<file path="config.mk">
export PLATFORM = sky130hd
export DESIGN_NAME = wb_stage_flat
export DESIGN_NICKNAME = d
export VERILOG_FILES = /design/src/rtl/wb_stage_if.sv /design/src/rtl/wb_stage.sv /design/src/flat_wrapper.sv
export SDC_FILE = /design/constraint.sdc
export NUM_CORES = 1
export LEC_CHECK = 0
export CORE_ASPECT_RATIO = 2
export CORE_MARGIN = 2
export CORE_UTILIZATION = 35
export DETAILED_ROUTE_END_ITERATION = 6
export GPL_TIMING_DRIVEN = 0
export PLACE_DENSITY = 0.63
export SYNTH_ARGS = -nofsm -noshare
export SYNTH_HDL_FRONTEND = slang
export SYNTH_SLANG_ARGS = --single-unit
</file>
<file path="constraint.sdc">
create_clock -name clk -period 4 [get_ports clk]
set_input_delay 0.8 -clock clk [delete_from_list [all_inputs] [get_ports clk]]
set_output_delay 0.8 -clock clk [all_outputs]
set_load 0.1 [all_outputs]
</file>
<file path="src/rtl/wb_stage_if.sv">
// MEM->WB bundle: MEM-stage instruction fields, raw load data, pipeline control and WB results.
// Latency: none, this is wiring only; the stage adds one cycle from MEM fields to WB results.
// Backpressure: stall holds the stage, flush inserts a bubble; both are driven by the pipeline controller.
interface wb_stage_if #(
  parameter int DATA_WITDH = 32,
  parameter int ADDR_WITDH = 32
);
  logic                  stall;
  logic                  flush;
  logic                  valid_m;
  logic                  reg_wem;
  logic [4:0]            rdm;
  logic [2:0]            opm;
  logic [1:0]            wb_ctrm;
  logic [ADDR_WITDH-1:0] pcnm;
  logic [DATA_WITDH-1:0] alu_resultm;
  logic [DATA_WITDH-1:0] rdata_raw;
  logic                  reg_ww;
  logic [4:0]            rdw;
  logic [DATA_WITDH-1:0] wdata_w;
  logic                  valid_w;
  logic [63:0]           instret;

  // Pipeline side: supplies MEM fields and control, consumes writeback results.
  modport master (
    output stall, flush, valid_m, reg_wem, rdm, opm, wb_ctrm, pcnm, alu_resultm, rdata_raw,
    input  reg_ww, rdw, wdata_w, valid_w, instret
  );

  // Writeback stage side.
  modport slave (
    input  stall, flush, valid_m, reg_wem, rdm, opm, wb_ctrm, pcnm, alu_resultm, rdata_raw,
    output reg_ww, rdw, wdata_w, valid_w, instret
  );
endinterface

</file>
<file path="src/rtl/wb_stage.sv">
// Writeback stage: MEM/WB register, load align/extend, writeback select, retired-instruction counter (WB_INSTRET_EN).
// Latency: 1 cycle from MEM fields to WB outputs; wdata_w is combinational from the register and the raw or held load data.
// Backpressure: stall freezes the register and parks the sync-RAM word in hold_data; flush loads a bubble even while stalled.
module wb_stage #(
  parameter int DATA_WITDH = 32,
  parameter int ADDR_WITDH = 32
) (
  input logic     clk,
  input logic     rst,
  wb_stage_if.slave bus
);

  logic                  valid_q;
  logic                  reg_we_q;
  logic [4:0]            rd_q;
  logic [2:0]            op_q;
  logic [1:0]            ctr_q;
  logic [ADDR_WITDH-1:0] pcn_q;
  logic [DATA_WITDH-1:0] alu_q;

  // The data RAM only presents the load word in the first WB cycle, so it is parked here across a stall.
  logic                  hold_vld;
  logic [DATA_WITDH-1:0] hold_data;

  logic [DATA_WITDH-1:0] load_word;
  logic [7:0]            byte_lane;
  logic [15:0]           half_lane;
  logic [DATA_WITDH-1:0] load_data;
  logic [DATA_WITDH-1:0] wdata;

  // MEM/WB pipeline register: reset, then bubble, then hold, then capture.
  always_ff @(posedge clk) begin
    if (!rst) begin
      valid_q  <= 1'b0;
      reg_we_q <= 1'b0;
      rd_q     <= 5'd0;
      op_q     <= 3'd0;
      ctr_q    <= 2'd0;
      pcn_q    <= '0;
      alu_q    <= '0;
    end else if (bus.flush) begin
      valid_q  <= 1'b0;
      reg_we_q <= 1'b0;
    end else if (!bus.stall) begin
      valid_q  <= bus.valid_m;
      reg_we_q <= bus.reg_wem;
      rd_q     <= bus.rdm;
      op_q     <= bus.opm;
      ctr_q    <= bus.wb_ctrm;
      pcn_q    <= bus.pcnm;
      alu_q    <= bus.alu_resultm;
    end
  end

  // Capture the raw word on the first stalled edge; release it on the first non-stalled edge.
  always_ff @(posedge clk) begin
    if (!rst) begin
      hold_vld  <= 1'b0;
      hold_data <= '0;
    end else if (bus.stall) begin
      if (!hold_vld) begin
        hold_vld  <= 1'b1;
        hold_data <= bus.rdata_raw;
      end
    end else begin
      hold_vld <= 1'b0;
    end
  end

  // Lane pick from the registered address offset, then sign/zero extension by load type.
  always_comb begin
    load_word = hold_vld ? hold_data : bus.rdata_raw;
    byte_lane = 8'd0;
    case (alu_q[1:0])
      2'd0:    byte_lane = load_word[7:0];
      2'd1:    byte_lane = load_word[15:8];
      2'd2:    byte_lane = load_word[23:16];
      default: byte_lane = load_word[31:24];
    endcase
    half_lane = alu_q[1] ? load_word[31:16] : load_word[15:0];
    case (op_q)
      3'b000:  load_data = {{24{byte_lane[7]}}, byte_lane};
      3'b100:  load_data = {24'd0, byte_lane};
      3'b001:  load_data = {{16{half_lane[15]}}, half_lane};
      3'b101:  load_data = {16'd0, half_lane};
      default: load_data = load_word;
    endcase
  end

  // Writeback select; 11 aliases the ALU path.
  always_comb begin
    case (ctr_q)
      2'b01:   wdata = load_data;
      2'b10:   wdata = DATA_WITDH'(pcn_q);
      default: wdata = alu_q;
    endcase
  end

  assign bus.wdata_w = wdata;
  assign bus.valid_w = valid_q;
  assign bus.rdw     = rd_q;
  assign bus.reg_ww  = valid_q & reg_we_q & (rd_q != 5'd0);

`ifdef WB_INSTRET_EN
  logic [63:0] instret_q;

  // Count each instruction once, on the edge it leaves WB unstalled; wraps naturally.
  always_ff @(posedge clk) begin
    if (!rst) begin
      instret_q <= 64'd0;
    end else if (valid_q && !bus.stall) begin
      instret_q <= instret_q + 64'd1;
    end
  end

  assign bus.instret = instret_q;
`else
  assign bus.instret = 64'd0;
`endif

endmodule

</file>
<file path="src/flat_wrapper.sv">
// flat-port wrapper written by rule: the top's interface ports become plain ports
module wb_stage_flat 
#(
  parameter int DATA_WITDH = 32,
  parameter int ADDR_WITDH = 32
)
  (clk, rst, bus_stall, bus_flush, bus_valid_m, bus_reg_wem, bus_rdm, bus_opm, bus_wb_ctrm, bus_pcnm, bus_alu_resultm, bus_rdata_raw, bus_reg_ww, bus_rdw, bus_wdata_w, bus_valid_w, bus_instret);
  wb_stage_if #(.DATA_WITDH(DATA_WITDH), .ADDR_WITDH(ADDR_WITDH)) bus_i ();
  input logic clk;
  input logic rst;
  input wire logic [$bits(bus_i.stall)-1:0] bus_stall;
  input wire logic [$bits(bus_i.flush)-1:0] bus_flush;
  input wire logic [$bits(bus_i.valid_m)-1:0] bus_valid_m;
  input wire logic [$bits(bus_i.reg_wem)-1:0] bus_reg_wem;
  input wire logic [$bits(bus_i.rdm)-1:0] bus_rdm;
  input wire logic [$bits(bus_i.opm)-1:0] bus_opm;
  input wire logic [$bits(bus_i.wb_ctrm)-1:0] bus_wb_ctrm;
  input wire logic [$bits(bus_i.pcnm)-1:0] bus_pcnm;
  input wire logic [$bits(bus_i.alu_resultm)-1:0] bus_alu_resultm;
  input wire logic [$bits(bus_i.rdata_raw)-1:0] bus_rdata_raw;
  output wire logic [$bits(bus_i.reg_ww)-1:0] bus_reg_ww;
  output wire logic [$bits(bus_i.rdw)-1:0] bus_rdw;
  output wire logic [$bits(bus_i.wdata_w)-1:0] bus_wdata_w;
  output wire logic [$bits(bus_i.valid_w)-1:0] bus_valid_w;
  output wire logic [$bits(bus_i.instret)-1:0] bus_instret;
  assign bus_i.stall = bus_stall;
  assign bus_i.flush = bus_flush;
  assign bus_i.valid_m = bus_valid_m;
  assign bus_i.reg_wem = bus_reg_wem;
  assign bus_i.rdm = bus_rdm;
  assign bus_i.opm = bus_opm;
  assign bus_i.wb_ctrm = bus_wb_ctrm;
  assign bus_i.pcnm = bus_pcnm;
  assign bus_i.alu_resultm = bus_alu_resultm;
  assign bus_i.rdata_raw = bus_rdata_raw;
  assign bus_reg_ww = bus_i.reg_ww;
  assign bus_rdw = bus_i.rdw;
  assign bus_wdata_w = bus_i.wdata_w;
  assign bus_valid_w = bus_i.valid_w;
  assign bus_instret = bus_i.instret;
  wb_stage #(.DATA_WITDH(DATA_WITDH), .ADDR_WITDH(ADDR_WITDH)) u_core (.clk(clk), .rst(rst), .bus(bus_i));
endmodule
</file>
==> metrics <==
Area after DPL=a little over 8000 sq um; Tcrit/Tclk final=100.6%; critical path launch point type=primary input; relative slew slack=34.78%; failing checks=setup timing; Iteration-0 DRC Markers=about 290; library cells used by synthesis=46; RSZ-0062 raised after global routing=yes; first-pass GRT wire length=32210 microns; via count=6074; cell count of the worst hold path=2; r2r startpoint=u_core.hold_vld; Setup WS post-layout=-0.02580 ns; layout cells sized above 1=between 10% and 20%; starting density of the core=a little over a third; share of the synthesized area in the top cell type=a little over a third; Final Cell Area=between 8000 and 9000 sq um; GPL Wtd Cong=0.9371; H-tree Lvls=3; core area=approximately 17000 sq um; Clock Latency Late Sink=roughly 0.35 ns; most common cell after layout, fill and taps aside=nand2_1; std cell rows=between 60 and 70; Setup Viol. Count Final=1; # IOs=~220; critical setup path kind=in2out; synthesized flop and latch total=109; crit path max fanout=10; Post-route DRC=0; number of detailed-route iterations in the first pass=5; Highest Clock Rate=between 0.2 and 0.25 GHz; total power=~3100 uW; hold_sp=u_core.hold_data[5]; CP Capture Type=output pin; Max Cap Viol=0; worst min-delay path class=reg2reg; synth top area cells=dfxtp_1 (36%), nand2_1 (16%), a21boi_0 (11%), buf_4 (8.0%), mux2i_1 (5.7%); die height=between 150 and 200 microns; Die Width=a little under 100 microns; Layout Nets=around 1.1k; CTS root buf=clkbuf_16; Final Skew=0.004961 ns; R2R setup slack=1.79 ns; hold_ws=0.4641 ns; Vias/cell=~4.9; detailed placer's ending HPWL=roughly 18000 microns; status=complete, but fails checks; dominant synthesized flop cell=dfxtp_1; Cells after Synth=between 700 and 800; ys async rst share=0%; post-synthesis sequential area ratio=approximately 36%; # clock sinks=109; Max Transition Viols Final=0; Post-Syn Area=6137 sq um; Total GRT Usage=between 20% and 30%; synthesized area per cell=slightly below 8 sq um; Final Core Density=between 40% and 50%; worst slew pin tran=roughly 1 ns; largest net degree at the start of global routing=19; critical path data arrival time=3.23 ns; CP required=between 3 and 4 ns; Final Hold Fails=0; GRT overflow=0; CTS buffer count=9; Area growth, synth to finish=36.64%; CTS max path bufs=2; reg2reg end=u_core.hold_data[2]; Filler Cells Inserted=roughly 1.8k; Post-synth EDFFs=0; Worst-path clk slew=approximately 0.070 ns; Die ar.=approximately 19000 sq um; min Tclk post-route=about 4.0 ns; pwr dens=between 300 and 400 nW/um^2; antenna-violating nets left=0; hold path endpoint=u_core.hold_data[5]; number of global-route vias before repair=between 5k and 6k; initial antenna violation count=0; routed wire length=21440 microns; Buffers on Ports=about 150; synth warn=0; area leader, netlist=dfxtp_1; VDD IR max=0.2218 mV; R2R depth=7; drt wl/cell=~17 microns; CTS tree=yes; most frequent cells in the layout=nand2_1 (264), clkdlybuf4s50_1 (116), dfxtp_1 (109); Leakage=~0.0034 uW; diode count=0; setup TNS=-0.02580 ns
## layer usage
| layer | wire length, microns | track usage, % |
|---|---|---|
| met2 | 11960 | 44.91 |
| met4 | 1116 | 11.97 |
| met3 | 1033 | 3.291 |
| met5 | 0 | 0 |
| met1 | 7322 | 21.27 |
## cell families after synthesis
group,synth area share [%]
other,0.06110
AO/OA/AOI/OAI,23.63
buffers and inverters,12.05
AND/OR/NAND/NOR,20.39
flip-flops,35.56
adder cells (fa/ha/maj),0.4077
multiplexers,7.910
## state kept, by name, indices dropped and copies added, names as in the netlist
name	cells
u_core.alu_q	32
u_core.hold_data	32
u_core.pcn_q	32
u_core.bus.rdw	5
u_core.op_q	3
u_core.ctr_q	2
u_core.bus.valid_w	1
u_core.hold_vld	1
u_core.reg_we_q	1
## Yosys cell counts (2+ instances only)
cell         n
nand2_1    264
a21oi_1     29
ha_1         2
mux4_2       5
a21boi_0    93
nor2_1      20
a2111oi_0    2
buf_2        3
nand3_1      2
o21ai_0     14
nor2b_1      4
mux2_2       2
buf_1        4
dfxtp_1    109
inv_1        4
nand2b_1     6
o221ai_1    10
o31ai_1      2
and2_1      11
o211ai_1     6
a211oi_1     6
or3_1        2
a31oi_1     10
mux2i_1     35
o211a_1     12
buf_4       65
clkbuf_1    52
## cell type report
| type | instances | area [sq um] | share of cell area (%) |
|---|---|---|---|
| multi-input combinational | 618 | 3518 | 41.96 |
| sequential | 109 | 2182 | 26.02 |
| timing repair buffer | 152 | 1384 | 16.50 |
| buffer | 125 | 725.7 | 8.654 |
| tap | 210 | 262.8 | 3.133 |
| clock buffer | 9 | 225.2 | 2.686 |
| clock inverter | 6 | 72.57 | 0.8654 |
| inverter | 4 | 15.01 | 0.1791 |
## metrics by stage
step	instances	worst slack, ns
2_1_floorplan	856	-0.2209
3_3_place_gp	1214	-1.095
5_1_grt	1233	-0.09827
6_report	1233	-0.02580
4_1_cts	1233	0.006889
3_5_place_dp	1214	-1.116
## critical path, stage by stage
cell and delay, ns:
clkdlybuf4s50_1 0.43, mux2i_2 0.33, a2bb2oi_2 0.30, a2111oi_4 0.15, o31ai_4 0.46, o221ai_1 0.24
clkdlybuf4s15_2 0.51
## how the worst max path moves through the flow
stage	start	to	cells past startpoint
CTS	bus_rdata_raw[15]	bus_wdata_w[12]	8
detailed placement	bus_rdata_raw[23]	bus_wdata_w[28]	7
floorplan	bus_rdata_raw[7]	bus_wdata_w[16]	5
global route	bus_rdata_raw[23]	bus_wdata_w[17]	7
global placement	bus_rdata_raw[23]	bus_wdata_w[28]	7
finish	bus_rdata_raw[23]	bus_wdata_w[19]	7
## timing repair
action | in CTS | in global routing
pin swaps | 3 | 0
gates resized for setup | 136 | 28
setup endpoints to repair | 32 | 23
buffers inserted | 4 | 0
hold buffers | 0 | 0
cloned | 0 | 0
## where the power goes
| part | internal, uW | leakage (uW) | switching, uW | total, uW |
|---|---|---|---|---|
| registers | 1140 | 0.000894 | 36.1 | 1180 |
| clock network | 491 | 0.000148 | 431 | 922 |
| logic | 287 | 0.00234 | 719 | 1010 |
Power figures use the tool's default switching activity.
